`src/rtl/riscv_pkg.sv`:
```
// Shared RV64 pipeline definitions used by the instruction fetch stage.
package riscv_pkg;

   localparam int XLEN = 64;

   // addi x0, x0, 0
   localparam logic [31:0] INSTR_NOP = 32'h0000_0013;

   typedef enum logic [1:0] {
      IF_RESET = 2'd0,
      IF_RUN   = 2'd1,
      IF_HALT  = 2'd2
   } fetch_state_t;

   typedef struct packed {
      logic            valid;
      logic [XLEN-1:0] pc;
      logic [31:0]     instr;
   } ifid_entry_t;

   // Empty IF/ID slot: decode sees a NOP with valid low.
   function automatic ifid_entry_t ifid_bubble();
      ifid_entry_t e;
      e.valid = 1'b0;
      e.pc    = '0;
      e.instr = INSTR_NOP;
      return e;
   endfunction

   function automatic logic is_word_aligned(input logic [XLEN-1:0] addr);
      return addr[1:0] == 2'b00;
   endfunction

endpackage

```
`src/rtl/fetch_skid_buffer.sv`:
```
// One-entry hold register catching the fetch response that lands while
// decode is stalled. Flush wins over push.
module fetch_skid_buffer
   import riscv_pkg::*;
(
   input  logic        clk,
   input  logic        rst,
   input  logic        push,
   input  logic        pop,
   input  logic        flush,
   input  ifid_entry_t din,
   output ifid_entry_t dout,
   output logic        valid
);

   ifid_entry_t entry_reg;
   logic        valid_reg;

   // Occupancy: cleared by reset or flush, set on push, cleared on pop.
   always_ff @(posedge clk) begin
      if (rst || flush) begin
         valid_reg <= 1'b0;
      end else if (push) begin
         valid_reg <= 1'b1;
      end else if (pop) begin
         valid_reg <= 1'b0;
      end
   end

   // Payload only matters while valid, so it carries no reset.
   always_ff @(posedge clk) begin
      if (push && !flush) begin
         entry_reg <= din;
      end
   end

   assign dout  = entry_reg;
   assign valid = valid_reg;

endmodule

```
`src/rtl/instruction_fetch_stage.sv`:
```
// IF stage: PC generation, single-outstanding fetch to a 1-cycle synchronous
// instruction memory, stall skid and redirect/flush handling.
// Optional: define IF_FETCH_PERF_CNT_EN to build the delivered-instruction counter.
module instruction_fetch_stage
   import riscv_pkg::*;
#(
   parameter logic [XLEN-1:0] RESET_PC = 64'h0
)
(
   input  logic            clk,
   input  logic            rst,
   input  logic            stall,
   input  logic            redirect,
   input  logic [XLEN-1:0] redirect_pc,
   output logic            imem_en,
   output logic [XLEN-1:0] imem_addr,
   input  logic [31:0]     imem_rdata,
   output logic            id_valid,
   output logic [XLEN-1:0] id_pc,
   output logic [31:0]     id_instruction,
   output logic            fetch_misaligned,
   output logic [XLEN-1:0] fetch_count
);

   fetch_state_t    state_reg, state_next;
   logic [XLEN-1:0] fetch_pc_reg, fetch_pc_next;
   logic            inflight_reg;
   logic [XLEN-1:0] inflight_pc_reg;
   ifid_entry_t     ifid_reg, ifid_next;
   logic            ifid_load;
   logic            misaligned_reg, misaligned_next;

   logic            issue_en;
   logic [XLEN-1:0] issue_addr;
   ifid_entry_t     resp_entry;
   logic            skid_push, skid_pop, skid_flush, skid_valid;
   ifid_entry_t     skid_dout;

   // The memory answers exactly one cycle after issue, so a response killed by
   // a redirect always lands in the redirect cycle itself and is simply not
   // captured there; no separate drop flag has to survive past that cycle.
   assign resp_entry = '{valid: 1'b1, pc: inflight_pc_reg, instr: imem_rdata};

   fetch_skid_buffer u_skid (
      .clk   (clk),
      .rst   (rst),
      .push  (skid_push),
      .pop   (skid_pop),
      .flush (skid_flush),
      .din   (resp_entry),
      .dout  (skid_dout),
      .valid (skid_valid)
   );

   // Next-state, issue and IF/ID steering; redirect has top priority.
   always_comb begin
      state_next      = state_reg;
      fetch_pc_next   = fetch_pc_reg;
      misaligned_next = misaligned_reg;
      issue_en        = 1'b0;
      issue_addr      = fetch_pc_reg;
      ifid_load       = 1'b0;
      ifid_next       = ifid_bubble();
      skid_push       = 1'b0;
      skid_pop        = 1'b0;
      skid_flush      = 1'b0;

      if (redirect) begin
         skid_flush = 1'b1;
         ifid_load  = 1'b1;
         if (is_word_aligned(redirect_pc)) begin
            issue_en      = 1'b1;
            issue_addr    = redirect_pc;
            fetch_pc_next = redirect_pc + XLEN'(4);
            state_next    = IF_RUN;
         end else begin
            misaligned_next = 1'b1;
            state_next      = IF_HALT;
         end
      end else if (state_reg == IF_HALT) begin
         ifid_load = 1'b1;
      end else begin
         // First cycle out of reset always fetches RESET_PC.
         if (state_reg == IF_RESET) begin
            issue_en   = 1'b1;
            state_next = IF_RUN;
         end else begin
            issue_en = !stall;
         end
         if (issue_en) begin
            fetch_pc_next = fetch_pc_reg + XLEN'(4);
         end

         if (stall) begin
            skid_push = inflight_reg;
         end else if (skid_valid) begin
            ifid_load = 1'b1;
            ifid_next = skid_dout;
            skid_pop  = 1'b1;
         end else begin
            ifid_load = 1'b1;
            if (inflight_reg) begin
               ifid_next = resp_entry;
            end
         end
      end
   end

   assign imem_en   = issue_en && !rst;
   assign imem_addr = {issue_addr[XLEN-1:2], 2'b00};

   // Fetch state, PC, outstanding request and IF/ID boundary registers.
   always_ff @(posedge clk) begin
      if (rst) begin
         state_reg       <= IF_RESET;
         fetch_pc_reg    <= RESET_PC;
         inflight_reg    <= 1'b0;
         inflight_pc_reg <= '0;
         ifid_reg        <= ifid_bubble();
         misaligned_reg  <= 1'b0;
      end else begin
         state_reg       <= state_next;
         fetch_pc_reg    <= fetch_pc_next;
         inflight_reg    <= issue_en;
         inflight_pc_reg <= imem_addr;
         misaligned_reg  <= misaligned_next;
         if (ifid_load) begin
            ifid_reg <= ifid_next;
         end
      end
   end

   assign id_valid         = ifid_reg.valid;
   assign id_pc            = ifid_reg.pc;
   assign id_instruction   = ifid_reg.instr;
   assign fetch_misaligned = misaligned_reg;

`ifdef IF_FETCH_PERF_CNT_EN
   logic [XLEN-1:0] fetch_count_reg;

   // Count every edge that hands a real instruction to decode.
   always_ff @(posedge clk) begin
      if (rst) begin
         fetch_count_reg <= '0;
      end else if (ifid_load && ifid_next.valid) begin
         fetch_count_reg <= fetch_count_reg + XLEN'(1);
      end
   end

   assign fetch_count = fetch_count_reg;
`else
   assign fetch_count = '0;
`endif

endmodule
```
`config.mk`:
```
export PLATFORM = sky130hd
export DESIGN_NAME = instruction_fetch_stage
export DESIGN_NICKNAME = d
export VERILOG_FILES = /design/src/rtl/riscv_pkg.sv /design/src/rtl/fetch_skid_buffer.sv /design/src/rtl/instruction_fetch_stage.sv
export SDC_FILE = /design/constraint.sdc
export NUM_CORES = 1
export LEC_CHECK = 0
export CAP_MARGIN = 0
export CORE_AREA = 2 2 132 263
export CTS_CLUSTER_DIAMETER = 50
export DETAILED_ROUTE_END_ITERATION = 16
export DIE_AREA = 0 0 134 265
export GPL_ROUTABILITY_DRIVEN = 0
export PLACE_DENSITY = 0.76
export SLEW_MARGIN = 20
export SYNTH_ARGS = -nofsm -noshare
export SYNTH_HDL_FRONTEND = slang
export SYNTH_SLANG_ARGS = --single-unit
```
`constraint.sdc`:
```
create_clock -name clk -period 6.4 [get_ports clk]
set_input_delay 0.64 -clock clk [delete_from_list [all_inputs] [get_ports clk]]
set_output_delay 0.64 -clock clk [all_outputs]
set_load 0.02 [all_outputs]
```
==> impl_metrics.yaml, run 1 <==
status:
  outcome: "finished, final reports clean"
clock_tree:
  root_buffer: "clkbuf_16"
  cts_tree: "done"
  cts_hold_buf: 0
  cts_sinks: 318
  clockBufferDepth: 3
  clock_latency_ps: 560
  cts.clk_slew.worst_paths_ps: 70
  cts_buffers: 29
  ctsResizeCount: 0
  h-tree-depth: 1
  postCtsSetupBuffers: 0
grt:
  grt_pass1_wl_mm: 75.38
  antenna_found_initial: 4
  grt_usage: 0.2681
  grt_pass1_vias: 13610
  grt_max_degree: 105
  grt_overflow: 0
sta:
  fin_tns_setup_ps: 0
  worst_pin_slew_ps: 1072
  slew_viol_final: 0
  timing.slew.headroom: 0.2852
  final_hold_viol_count: 0
  grt_setup_unrepaired: "false"
  max_freq_mhz: 232.0
  fin_crit_sh: 0.6735
  fin_skew_ps: 14.69
  min_period_ps: 4310
  setup_ws_ps: 2090
  setup_viol: 0
route:
  via_count: 14560
  postRouteAntennaNets: 0
  dr.pass1.iters: 6
  vias_per_cell: 5.977
  drc: 0
  drt_iter0_drc: 1592
  wl_mm: 49.59
  routedWlPerCell_um: 20.36
synthesis:
  yosys_warnings: 0
  synth_area_leaders: "dfxtp_1, edfxtp_1, nand2_1, a21oi_1, nor2_1"
  syn_inst: 1800
  ys_async_sr_fraction: 0
  yosysSeqAreaShare: 0.4687
  synth.most_common_cell: "nand2_1"
  ys_top_cells_by_count: "nand2_1, dfxtp_1, nor2_1"
  yosysTopAreaCell: "dfxtp_1"
  syn_area_um2: 15590
  synth_edf_count: 94
  ys.flop_type: "dfxtp_1"
  synth_area_per_cell_um2: 8.661
  synth-seq-cells: 318
  synthDominantCellAreaShare: 0.2876
  synth_cell_types: 80
worst_setup_path:
  crit_required_ps: 5760
  cp.arrival_ps: 3670
  cpLargestDelayFamily: "buffers and inverters"
  cp.buffers_inverters: 5
  worst_setup_path_start_kind: "input port"
  rr_worst_depth: 6
  critPathCaptureType: "primary output"
  crit_path_max_fanout: 104
  worstPathCellList: "buf_6 -> clkinv_1 -> nor3_4 -> buf_4 -> nor2_4 -> buf_4 -> nor2_1 -> clkdlybuf4s50_1"
  cp_common_cell: "buf_4"
  crit_slowest_cell: "clkdlybuf4s50_1"
  crit_cells: 8
  rr_startpoint: "fetch_pc_reg[5]"
  startpoint: "redirect"
  max_stage_delay_ps: 630
  reg2reg_slack_ps: 2920
  r2r-end: "fetch_pc_reg[45]"
  critical_path_class: "input port to primary output"
die:
  coreArea_um2: 33400
  start_util: 0.4668
  die_y_um: 265
  ios: 327
  num_rows: 95
  dieArea_um2: 35510
  fp.dieW_um: 134
pwr:
  peakVddDrop_mv: 0.2466
  cellPowerDensity_nw_per_um2: 234.5
  p_leak_nw: 6.790
placement:
  port_buffers: 258
  hpwlAfterDp_mm: 34.32
  dp_slack_ps: 2224
final_layout:
  area_delta_synth_final_pct: 21.93
  drive_gt1_frac: 0.06106
  layout.nets: 2077
  multi_input_area_um2: 7465
  seq_area_um2: 7311
  nFillCells: 2909
  largest_reg_flops: 94
worst_hold_path:
  min_from: "inflight_pc_reg[48]"
  hp-class: "flop to flop"
  hold_depth: 0
  whs_endpoint: "u_skid.dout[80]"
job:
  maxCapViolations: 0
-- per-layer routing --
metal / wire [um] / vias up / part of all wire / GRT usage
met3: 3769 / 231 / 0.076 / 0.04418
li1: - / 6725 / - / -
met2: 24350 / 834 / 0.49 / 0.4650
met4: 3648 / 2 / 0.074 / 0.1771
met5: 12 / - / 0.00024 / 0
met1: 17810 / 6767 / 0.36 / 0.2994
-- stage by stage --
| stage | util | hold WS, ps | power [W] | cell area [um^2] | std cells |
|---|---|---|---|---|---|
| 6_report | 0.5691 | 436.6 | 0.004458 | 19010 | 2436 |
| 4_1_cts | 0.5682 | 438.3 | 0.004480 | 18980 | 2433 |
| 2_1_floorplan | - | 409.1 | 0.002562 | 15840 | 1867 |
| 5_1_grt | 0.5691 | 442.0 | 0.004613 | 19010 | 2436 |
| 3_5_place_dp | 0.5404 | 420.9 | 0.002766 | 18050 | 2380 |
| 3_3_place_gp | 0.5404 | 417.4 | 0.002756 | 18050 | 2380 |
-- placed cells by master (no fill, tap or decap), types with 10 or more instances in the layout --
master and instances:
nand2_1 268, clkdlybuf4s50_1 255, dfxtp_1 223, nor2_1 216, a21oi_1 196, a22oi_1 103
edfxtp_1 94, nand3_1 76, o21ai_0 69, conb_1 68, mux2i_1 33, a31oi_1 31
clkbuf_16 29, nand4_1 27, mux2_2 26, nand3b_1 26, o211ai_1 17, buf_4 15
a21o_1 12, nor2b_1 10, inv_1 10, and2_1 10, and3_1 10
-- report_power, final --
part / leakage [nW] / internal [W] / total (W) / switching, W
logic: 3.68 / 0.000202 / 0.000573 / 0.000370
registers: 2.66 / 0.00212 / 0.00216 / 0.0000439
clock network: 0.458 / 0.000930 / 0.00172 / 0.000791
total: 6.79 / 0.00325 / 0.00446 / 0.00121
-- how the worst max path moves through the flow --
stage | end
after floorplan | u_skid.dout[0]
after global placement | fetch_pc_reg[45]
after detailed placement | fetch_pc_reg[45]
after CTS | imem_en
after global routing | imem_en
final | imem_en
-- cell type report --
type / count / share of cell area
Multi-Input combinational cell: 1343 / 0.3927
Sequential cell: 318 / 0.3846
Timing Repair Buffer: 273 / 0.1428
Clock buffer: 38 / 0.04206
Tap cell: 436 / 0.02870
Clock inverter: 15 / 0.006714
Inverter: 11 / 0.002172
Antenna cell: 2 / 0.0002633
-- worst register-to-register path: cells and delay by family, from the launching register on --
kind	cells	cell delay (ps)
multiplexers	1	400
AO/OA/AOI/OAI	1	560
AND/OR/NAND/NOR	4	1960
flip-flops	1	460
-- kinds of logic (layout without fill, tap and decap cells) --
logic type               after synthesis  count (layout)  share of synthesized area
multiplexers                          66              66                    0.04502
AND/OR/NAND/NOR                      704             704                     0.2108
buffers and inverters                206             337                    0.07151
AO/OA/AOI/OAI                        502             502                     0.2018
adder cells (fa/ha/maj)                1               1                  0.0008024
XOR/XNOR                               2               2                   0.001124
flip-flops                           318             318                     0.4687
other                                  1              70                  0.0002405
Note: power is estimated with default switching activity, not from simulation.
==> inputs of run 2 (changes only) <==
--- a/config.mk
+++ b/config.mk
@@ -6,12 +6,12 @@
 export NUM_CORES = 1
 export LEC_CHECK = 0
 export CAP_MARGIN = 0
-export CORE_AREA = 2 2 132 263
+export CORE_AREA = 2 2 128 255
 export CTS_CLUSTER_DIAMETER = 50
 export DETAILED_ROUTE_END_ITERATION = 16
-export DIE_AREA = 0 0 134 265
+export DIE_AREA = 0 0 130 257
 export GPL_ROUTABILITY_DRIVEN = 0
-export PLACE_DENSITY = 0.76
+export PLACE_DENSITY = 0.77
 export SLEW_MARGIN = 20
 export SYNTH_ARGS = -nofsm -noshare
 export SYNTH_HDL_FRONTEND = slang
==> constraint.sdc (replaced) <==
create_clock -name clk -period 4.23 [get_ports clk]
set_input_delay 0.423 -clock clk [delete_from_list [all_inputs] [get_ports clk]]
set_output_delay 0.423 -clock clk [all_outputs]
set_load 0.02 [all_outputs]
==> run 2 against run 1 <==
  * Clock skew increased by 5.8 ps
  * Critical path depth decreased by 2
  * Highest routed layer unchanged
  * Global-route usage increased by 1.8 points
  * Die area decreased by 5.9%
  * Largest cell class unchanged
  * First-iteration DRC count decreased by 4.8%
  * Register-to-register slack got worse by 2200 ps
  * Hold slack got worse by 32 ps
==> impl_metrics.yaml, run 2 (synthesis gave the netlist of run 1 again) <==
worst_hold_path:
  hold_depth: 3
  hp-class: "input port to flop"
  whs_endpoint: "fetch_misaligned"
  min_from: "redirect"
final_layout:
  nFillCells: 2747
  multi_input_area_um2: 7462
  layout.nets: 2082
  layout_commonest_cell: "nand2_1"
  finalNonFillerCells: 2426
  largest_reg_flops: 94
  seq_area_um2: 7311
  area_delta_synth_final_pct: 22.73
  final_cell_mix: "nand2_1, clkdlybuf4s50_1, dfxtp_1, nor2_1, a21oi_1"
  drive_gt1_frac: 0.06294
  fin_util: 0.6089
job:
  maxCapViolations: 0
worst_setup_path:
  crit_required_ps: 3810
  crit_path_max_fanout: 36
  r2r-end: "fetch_pc_reg[45]"
  critical_path_class: "input port to primary output"
  worst_setup_path_start_kind: "input port"
  cp.arrival_ps: 3060
  critPathCaptureType: "primary output"
  rr_startpoint: "fetch_pc_reg[5]"
  reg2reg_slack_ps: 770
  rr_worst_depth: 6
grt:
  grt_pass1_vias: 13860
  antenna_found_initial: 1
  grt_util_met1: 0.3223
  use_met3: 0.03867
  grt_overflow: 0
  grt_usage: 0.2865
  grt_pass1_wl_mm: 75.39
  grt.busiest_layer: "met2"
  grt_max_degree: 106
  use_met2: 0.4975
placement:
  port_buffers: 258
  hpwlAfterDp_mm: 34.53
  place_inst: 2375
sta:
  fin_tns_setup_ps: 0
  timing.slew.headroom: 0.2820
  max_freq_mhz: 287.5
  grt_setup_unrepaired: "false"
  worst_pin_slew_ps: 1077
  min_period_ps: 3478
  fin_crit_sh: 0.8223
  fin_skew_ps: 20.48
  final_hold_viol_count: 0
  slew_viol_final: 0
  setup_viol: 0
die:
  ios: 327
  coreArea_um2: 31430
  num_rows: 92
  die_y_um: 257
  dieArea_um2: 33410
  fp.dieW_um: 130
  start_util: 0.4961
clock_tree:
  h-tree-depth: 1
  root_buffer: "clkbuf_16"
  cts_tree: "done"
  postCtsSetupBuffers: 0
  cts_sinks: 318
  clockBufferDepth: 3
  cts_hold_buf: 0
  cts.clk_slew.worst_paths_ps: 70
  ctsResizeCount: 0
  clock_latency_ps: 560
  cts_buffers: 27
pwr:
  p_leak_nw: 6.855
  peakVddDrop_mv: 0.2554
  power_w: 0.006912
  cellPowerDensity_nw_per_um2: 361.2
route:
  vias_per_cell: 6.061
  routedWlPerCell_um: 20.45
  drc: 0
  wl_mm: 49.60
  postRouteAntennaNets: 0
  dr.pass1.iters: 6
  via_count: 14700
  drt_iter0_drc: 1515
status:
  outcome: "finished, final reports clean"
-- run 2: cell count changes in the layout (fill, tap and decap cells not counted), sizes merged --
cell,previous run,this run
clkinv,9,5
inv,14,12
bufinv,1,5
clkbuf,38,37
buf,18,25
diode,2,1
-- run 2: worst max-delay path by stage --
stage          slack (ps)            from               end  cells past startpoint
3_3_place_gp          490        redirect  fetch_pc_reg[45]                      8
3_5_place_dp          430        redirect  fetch_pc_reg[45]                      8
4_1_cts               790  redirect_pc[1]      imem_addr[9]                      6
2_1_floorplan         400        redirect  fetch_pc_reg[56]                     18
5_1_grt               690  redirect_pc[1]      imem_addr[9]                      6
6_report              750  redirect_pc[1]      imem_addr[9]                      6
-- run 2: per-stage QoR --
| stage | setup slack, ps | cell area [um^2] | hold WS, ps |
|---|---|---|---|
| final | 751.8 | 19130 | 404.6 |
| after global routing | 686.9 | 19130 | 412.8 |
| after CTS | 788.1 | 19130 | 368.2 |
| after detailed placement | 426.2 | 18140 | 418.4 |
| after global placement | 491.9 | 18140 | 418.4 |
| after floorplan | 404.2 | 15850 | 409.1 |
-- run 2: final cells by class --
| type | count | share of cell area |
|---|---|---|
| Antenna cell | 1 | 0.0001308 |
| Clock buffer | 37 | 0.04107 |
| Clock inverter | 13 | 0.01066 |
| Inverter | 11 | 0.002158 |
| Multi-Input combinational cell | 1343 | 0.3900 |
| Sequential cell | 318 | 0.3821 |
| Tap cell | 423 | 0.02766 |
| Timing Repair Buffer | 280 | 0.1462 |
-- run 2: routing by layer --
metal	share of wire	wire length [um]
met2	0.49	24520
met4	0.075	3696
met5	0.00016	8
met1	0.36	17670
met3	0.075	3706
-- run 2: where the power goes --
group	total, W	switching [W]	internal [W]
sequential	0.00327	0.0000662	0.00321
combinational	0.000880	0.000566	0.000314
clock	0.00276	0.00114	0.00162
-- run 2: critical path, cell delays in order --
cell	delay (ps)
clkdlybuf4s50_1	540
or3b_2	820
buf_4	410
nand2_1	110
nand2_1	80
clkdlybuf4s50_1	650
